[src/rtl/lidar_pkg.sv]
// Shared types and defaults for the point-cloud BRAM port arbiter and the
// cache logic that feeds it.
package lidar_pkg;
  localparam int BUS_SIZE_DEF   = 32;
  localparam int BRAM_SHIFT_DEF = 2;

  localparam logic TAG_CORE = 1'b1;
  localparam logic TAG_FEED = 1'b0;

  typedef enum logic [1:0] {ST_IDLE, ST_READ, ST_DRAIN, ST_WRITE} arb_state_e;

  typedef struct packed {
    logic vld;
    logic is_core;
  } tag_t;
endpackage

[src/rtl/read_tag_pipe.sv]
// Tag shift register that follows each read through the BRAM so its data
// is returned only to the requester that issued it.
module read_tag_pipe
  import lidar_pkg::*;
#(
  parameter int READ_LATENCY = 1
) (
  input  logic clock,
  input  logic reset,
  input  tag_t push_tag,
  output logic rd_capture,
  output logic rvalid_core,
  output logic rvalid_feed,
  output logic empty
);
  localparam int DEPTH = 1 + READ_LATENCY;

  tag_t [DEPTH-1:0] pipe_q, pipe_d;

  always_comb begin
    pipe_d[0] = push_tag;
    for (int i = 1; i < DEPTH; i++) pipe_d[i] = pipe_q[i-1];
  end

  always_ff @(posedge clock) begin
    if (reset) pipe_q <= '0;
    else       pipe_q <= pipe_d;
  end

  // read_out belongs to the tag one stage before the output stage
  assign rd_capture  = pipe_q[READ_LATENCY-1].vld;
  assign rvalid_core = pipe_q[DEPTH-1].vld & (pipe_q[DEPTH-1].is_core == TAG_CORE);
  assign rvalid_feed = pipe_q[DEPTH-1].vld & (pipe_q[DEPTH-1].is_core == TAG_FEED);

  always_comb begin
    empty = 1'b1;
    for (int i = 0; i < DEPTH; i++) if (pipe_q[i].vld) empty = 1'b0;
  end
endmodule

[src/rtl/bram_port_arbiter.sv]
// One-access-per-cycle arbiter for the shared x/y/z point-cloud BRAM port:
// core refill reads, feeder reads (with anti-starvation) and zeroing writes.
module bram_port_arbiter
  import lidar_pkg::*;
#(
  parameter int BUS_SIZE     = BUS_SIZE_DEF,
  parameter int WORD_W       = 16,
  parameter int BRAM_SHIFT   = BRAM_SHIFT_DEF,
  parameter int READ_LATENCY = 1,
  parameter int STARVE_LIMIT = 8
) (
  input  logic                clock,
  input  logic                reset,
  input  logic                pause,
  input  logic                req_core,
  input  logic [WORD_W-1:0]   core_word,
  output logic                gnt_core,
  input  logic                req_feed,
  input  logic [WORD_W-1:0]   feed_word,
  output logic                gnt_feed,
  input  logic                req_wb,
  input  logic [WORD_W-1:0]   wb_word,
  output logic                gnt_wb,
  output logic [31:0]         addr_x, addr_y, addr_z,
  output logic                en_x, en_y, en_z,
  output logic [3:0]          we_x, we_y, we_z,
  output logic [BUS_SIZE-1:0] write_in_x, write_in_y, write_in_z,
  output logic                rst_x, rst_y, rst_z,
  input  logic [BUS_SIZE-1:0] read_out_x, read_out_y, read_out_z,
  output logic [BUS_SIZE-1:0] rdata_x, rdata_y, rdata_z,
  output logic                rvalid_core,
  output logic                rvalid_feed,
  output logic                busy
);
  localparam int SW = $clog2(STARVE_LIMIT + 1);

  arb_state_e          state_q, state_d;
  logic [SW-1:0]       starve_q, starve_d;
  logic [31:0]         addr_q, addr_d;
  logic                en_q, en_d;
  logic [3:0]          we_q, we_d;
  logic [BUS_SIZE-1:0] rdx_q, rdx_d, rdy_q, rdy_d, rdz_q, rdz_d;
  logic                can_issue, feed_forced, gnt_rd, pipe_empty, rd_capture;
  tag_t                push_tag;

  function automatic logic [31:0] word_addr(input logic [WORD_W-1:0] w);
    return 32'(w) << BRAM_SHIFT;
  endfunction

  // Reads are held off whenever a write-back is waiting, so the pipe drains
  always_comb begin
    can_issue   = !pause && !reset;
    feed_forced = (starve_q == SW'(STARVE_LIMIT));
    gnt_wb      = can_issue && req_wb && pipe_empty;
    gnt_feed    = can_issue && !req_wb && req_feed && (feed_forced || !req_core);
    gnt_core    = can_issue && !req_wb && req_core && !(req_feed && feed_forced);
    gnt_rd      = gnt_core || gnt_feed;
  end

  always_comb begin
    addr_d   = addr_q;
    en_d     = 1'b0;
    we_d     = 4'h0;
    push_tag = '{vld: gnt_rd, is_core: gnt_core ? TAG_CORE : TAG_FEED};
    if (gnt_wb) begin
      addr_d = word_addr(wb_word);
      en_d   = 1'b1;
      we_d   = 4'hf;
    end else if (gnt_core) begin
      addr_d = word_addr(core_word);
      en_d   = 1'b1;
    end else if (gnt_feed) begin
      addr_d = word_addr(feed_word);
      en_d   = 1'b1;
    end

    if (req_feed && !gnt_feed) starve_d = feed_forced ? starve_q : starve_q + 1'b1;
    else                       starve_d = '0;

    rdx_d = rd_capture ? read_out_x : rdx_q;
    rdy_d = rd_capture ? read_out_y : rdy_q;
    rdz_d = rd_capture ? read_out_z : rdz_q;

    if (gnt_wb)           state_d = ST_WRITE;
    else if (gnt_rd)      state_d = ST_READ;
    else if (!pipe_empty) state_d = req_wb ? ST_DRAIN : ST_READ;
    else                  state_d = ST_IDLE;
  end

  always_ff @(posedge clock) begin
    if (reset) begin
      state_q  <= ST_IDLE;
      starve_q <= '0;
      addr_q   <= '0;
      en_q     <= 1'b0;
      we_q     <= 4'h0;
      rdx_q    <= '0;
      rdy_q    <= '0;
      rdz_q    <= '0;
    end else begin
      state_q  <= state_d;
      starve_q <= starve_d;
      addr_q   <= addr_d;
      en_q     <= en_d;
      we_q     <= we_d;
      rdx_q    <= rdx_d;
      rdy_q    <= rdy_d;
      rdz_q    <= rdz_d;
    end
  end

  read_tag_pipe #(.READ_LATENCY(READ_LATENCY)) u_tags (
    .clock       (clock),
    .reset       (reset),
    .push_tag    (push_tag),
    .rd_capture  (rd_capture),
    .rvalid_core (rvalid_core),
    .rvalid_feed (rvalid_feed),
    .empty       (pipe_empty)
  );

  assign {addr_x, addr_y, addr_z} = {3{addr_q}};
  assign {en_x, en_y, en_z}       = {3{en_q}};
  assign {we_x, we_y, we_z}       = {3{we_q}};
  assign write_in_x = '0;
  assign write_in_y = '0;
  assign write_in_z = '0;
  assign {rst_x, rst_y, rst_z}    = 3'b000;
  assign rdata_x = rdx_q;
  assign rdata_y = rdy_q;
  assign rdata_z = rdz_q;
  assign busy    = (state_q != ST_IDLE);
endmodule

[config.mk]
export PLATFORM = sky130hd
export DESIGN_NAME = bram_port_arbiter
export DESIGN_NICKNAME = d
export VERILOG_FILES = /design/src/rtl/lidar_pkg.sv /design/src/rtl/read_tag_pipe.sv /design/src/rtl/bram_port_arbiter.sv
export SDC_FILE = /design/constraint.sdc
export NUM_CORES = 1
export LEC_CHECK = 0
export CAP_MARGIN = 5
export CORE_AREA = 2 2 178 180
export DETAILED_ROUTE_END_ITERATION = 10
export DIE_AREA = 0 0 180 182
export HOLD_SLACK_MARGIN = 0.06
export PLACE_DENSITY = 0.51
export SLEW_MARGIN = 20
export SYNTH_ARGS = -nofsm -noshare
export SYNTH_HDL_FRONTEND = slang
export SYNTH_SLANG_ARGS = --single-unit
[constraint.sdc]
create_clock -name clock -period 1.45 [get_ports clock]
set_input_delay 0.2175 -clock clock [delete_from_list [all_inputs] [get_ports clock]]
set_output_delay 0.2175 -clock clock [all_outputs]
set_load 0.02 [all_outputs]
==> results.py <==
metrics = {
    "synth": {
        "synth_cell_types": 30,
        "synth_cells": 630,
        "yosysTopAreaCell": "dfxtp_1",
        "yosysSeqAreaShare_pct": 40.95,
        "yosys_warnings": 0,
        "synth-seq-cells": 124,
        "async_flop_share_pct": 0,
        "synth_area_per_cell_sq_um": 9.622,
        "yosys.cell_count.top_type": "buf_4",
        "synth_top_area_share_pct": 40.95,
        "synth_area_leaders": "dfxtp_1 (41%), buf_4 (24%), mux2i_1 (18%)",
        "synth_flop_cell": "dfxtp_1",
        "synth_area_sq_um": 6062,
        "synth_edf_count": 0,
        "yosys-top-cells-count": "buf_4 (195), dfxtp_1 (124), mux2i_1 (112)",
    },
    "setup_path": {
        "r2r_slack_ps": -180,
        "crit_slowest_cell": "dfxtp_2",
        "path_cells": "inv_2 > ha_4 > nand3b_4 > o211ai_1 > inv_1 > buf_6",
        "crit_path_start_kind": "register",
        "reg2reg_to": "addr_x[8]$_SDFFE_PP0P_",
        "critPathArrivalTime_ps": 1470,
        "r2r_cells": 8,
        "endpoint_kind": "output pin",
        "reg2reg_from": "starve_q[1]$_SDFFE_PP0P_",
        "crit_fanout": 3,
        "worstPathRequired_ps": 1230,
        "slowest_delay_ps": 320,
        "path_class": "register to output pin",
    },
    "worst_hold_path": {
        "hp-class": "input port to register",
        "hold_end": "we_x[2]$_SDFF_PP0_",
        "worstHoldPathCells": 5,
        "worstHoldStart": "reset",
    },
    "timing": {
        "tns_ps": -2908,
        "period_needed_ps": 1685,
        "rsz0062_at_grt": "yes",
        "clock.fmax_mhz": 593.6,
        "finalSetupViolations": 19,
        "hold_viol": 0,
        "maxSlewHeadroom_pct": 62.03,
        "drv_slew": 0,
        "min_period_over_period_pct": 116.2,
        "fin_skew_ps": 17.70,
        "max_slew.worst_pin.slew_ps": 569.5,
        "fin_ws_ps": -234.6,
    },
    "power_and_ir_drop": {
        "p_leak_nw": 4.401,
        "pwr_density_cell_nw_per_um2": 1041,
        "p_sw_w": 0.002929,
        "irDropWorstVdd_uv": 582.7,
        "p_clk_share_pct": 44.7,
        "pwr-share-seq_pct": 37.4,
        "cell_internal_pwr_w": 0.006754,
        "power.share.combinational_pct": 17.9,
        "switching_share_pct": 30.25,
    },
    "cells_and_area": {
        "area_growth_pct": 53.46,
        "stdcell_count": 1326,
        "diodes": 0,
        "final_util_pct": 30.02,
        "drive_above_1_share_pct": 11.26,
        "layout.nets": 1063,
    },
    "floorplanning": {
        "initial_core_util_pct": 19.56,
        "ios": 462,
        "fp.dieW_um": 180,
        "dieArea_sq_um": 32760,
        "core_region_area_sq_um": 30990,
        "rows": 65,
        "dieHeight_um": 182,
    },
    "run": {
        "drv_cap": 0,
    },
    "clock_tree": {
        "cts_buffers": 17,
        "insertion_delay_ps": 420,
        "clk_path_buf_depth": 2,
        "cts_tree": "done",
        "htree_levels": 4,
        "cts_sinks": 124,
        "clk_pin_slew_ps": 70,
        "cts-root-buf": "clkbuf_16",
    },
    "routing": {
        "firstDrtPassIters": 4,
        "route.antenna.remaining_nets": 0,
        "vias": 4674,
        "drc_errors": 0,
        "routed_wl_um": 18060,
        "post_drt_wl_per_cell_um": 13.62,
        "drt_iter0_drc": 116,
        "vias_per_cell": 3.525,
    },
    "global_routing": {
        "grt_max_degree": 73,
        "grt_pass1_vias": 4526,
        "grt_pass1_wl_um": 26850,
        "track_usage_pct": 10.56,
        "grt_overflow": 0,
        "antenna_found_initial": 1,
    },
    "place": {
        "pre_cts_ws_ps": -506.6,
        "placedCellCount": 1289,
        "port_buffers": 314,
        "routabilityCongestion": 0.8142,
        "dp_hpwl_um": 13130,
    },
    "status": {
        "status": "complete, but fails checks",
        "violations": "setup timing",
    },
}
worst max path at each step:
| stage | slack (ps) | endpoint | start | cells after the start |
|---|---|---|---|---|
| 4_1_cts | -230 | gnt_core | starve_q[1]$_SDFFE_PP0P_ | 6 |
| 6_report | -230 | gnt_core | starve_q[1]$_SDFFE_PP0P_ | 6 |
| 3_5_place_dp | -510 | gnt_core | pause | 5 |
| 3_3_place_gp | -520 | gnt_core | pause | 5 |
| 5_1_grt | -320 | gnt_core | starve_q[1]$_SDFFE_PP0P_ | 6 |
| 2_1_floorplan | -70 | addr_x[10]$_SDFFE_PP0P_ | starve_q[1]$_SDFFE_PP0P_ | 8 |
logic make-up (layout without fill, tap and decap cells):
logic type / Yosys count / after routing / share of synthesized area (%)
multiplexers: 112 / 112 / 18.49
AO/OA/AOI/OAI: 37 / 37 / 4.211
other: 1 / 147 / 0.06186
XOR/XNOR: 3 / 3 / 0.4335
adder cells (fa/ha/maj): 2 / 2 / 0.4127
flip-flops: 124 / 124 / 40.95
AND/OR/NAND/NOR: 121 / 121 / 8.607
buffers and inverters: 230 / 378 / 26.83
state kept, by name, summed over array words and instances, names as in the netlist:
register,flops
we_x,1
u_tags.pipe_d,1
rdata_x,32
rdata_z,32
u_tags.pipe_q,2
rdata_y,32
en_x,1
u_tags.rd_capture,1
starve_q,4
state_q,2
addr_x,16
worst max-delay path: cells and delay by family (launching register included):
| kind | cells | cell delay, ps |
|---|---|---|
| simple gates | 1 | 90 |
| flops | 1 | 320 |
| compound gates | 1 | 230 |
| buf+inv | 3 | 280 |
| fa+ha+maj | 1 | 130 |
metrics by stage:
step | instance area (sq um) | hold WS [ps] | total power [W]
after global routing | 9303 | 402.6 | 0.01016
after global placement | 8872 | 455.4 | 0.005567
final | 9303 | 393.3 | 0.009683
after floorplan | 6629 | 305.2 | 0.005043
after CTS | 9308 | 362.7 | 0.009889
after detailed placement | 8872 | 452.6 | 0.005572
cell usage in the layout, fill, tap and decap left out, drive strengths merged:
cell type and instances:
inv 15, conb 147, nand2 3, xnor2 1, nor2b 3, nor3 2, nor2 103, buf 32
a211oi 16, dfxtp 124, bufinv 1, nand3b 1, a22o 1, clkinv 4, or2 3, xor2 2
o211ai 1, nand3 1, clkdlybuf4s15 12, mux2i 112, ha 2, clkbuf 38, clkdlybuf4s50 148, and3 1
o22ai 16, nor4 1, nand2b 1, a21oi 2, dlygate4sd2 127, a211o 1, and2 2, clkinvlp 1
layer usage:
layer	wire length, um	vias up	GRT usage, %
met5	0	-	0
met4	206	0	3.382
met3	1430	11	3.610
met2	9148	235	18.50
met1	7275	2128	12.05
li1	-	2300	-
power groups by stage:
stage	Combinational (W)	Sequential, W	Clock (W)
after floorplan	0.00122	0.00382	0
after global placement	0.00186	0.00370	0
after CTS	0.00175	0.00362	0.00452
final	0.00174	0.00362	0.00433
after global routing	0.00185	0.00364	0.00467
after detailed placement	0.00187	0.00370	0
what timing repair did:
action / CTS / global route
gates resized for setup: 206 / 55
pin swaps: 4 / 6
hold buffers: 0 / 0
buffers inserted: 1 / 2
setup endpoints to repair: 243 / 56
cloned: 1 / 1
cell type report:
cell class	count	area, sq um
fillers	3308	21680
repair buffers	339	3172
multi-input cells	422	2522
flip-flops and latches	124	2492
well taps	402	503.0
clock buffers	18	439.2
clock inverters	14	147.6
inverters	7	26.28
No activity file was read; power rests on OpenSTA's default activity.
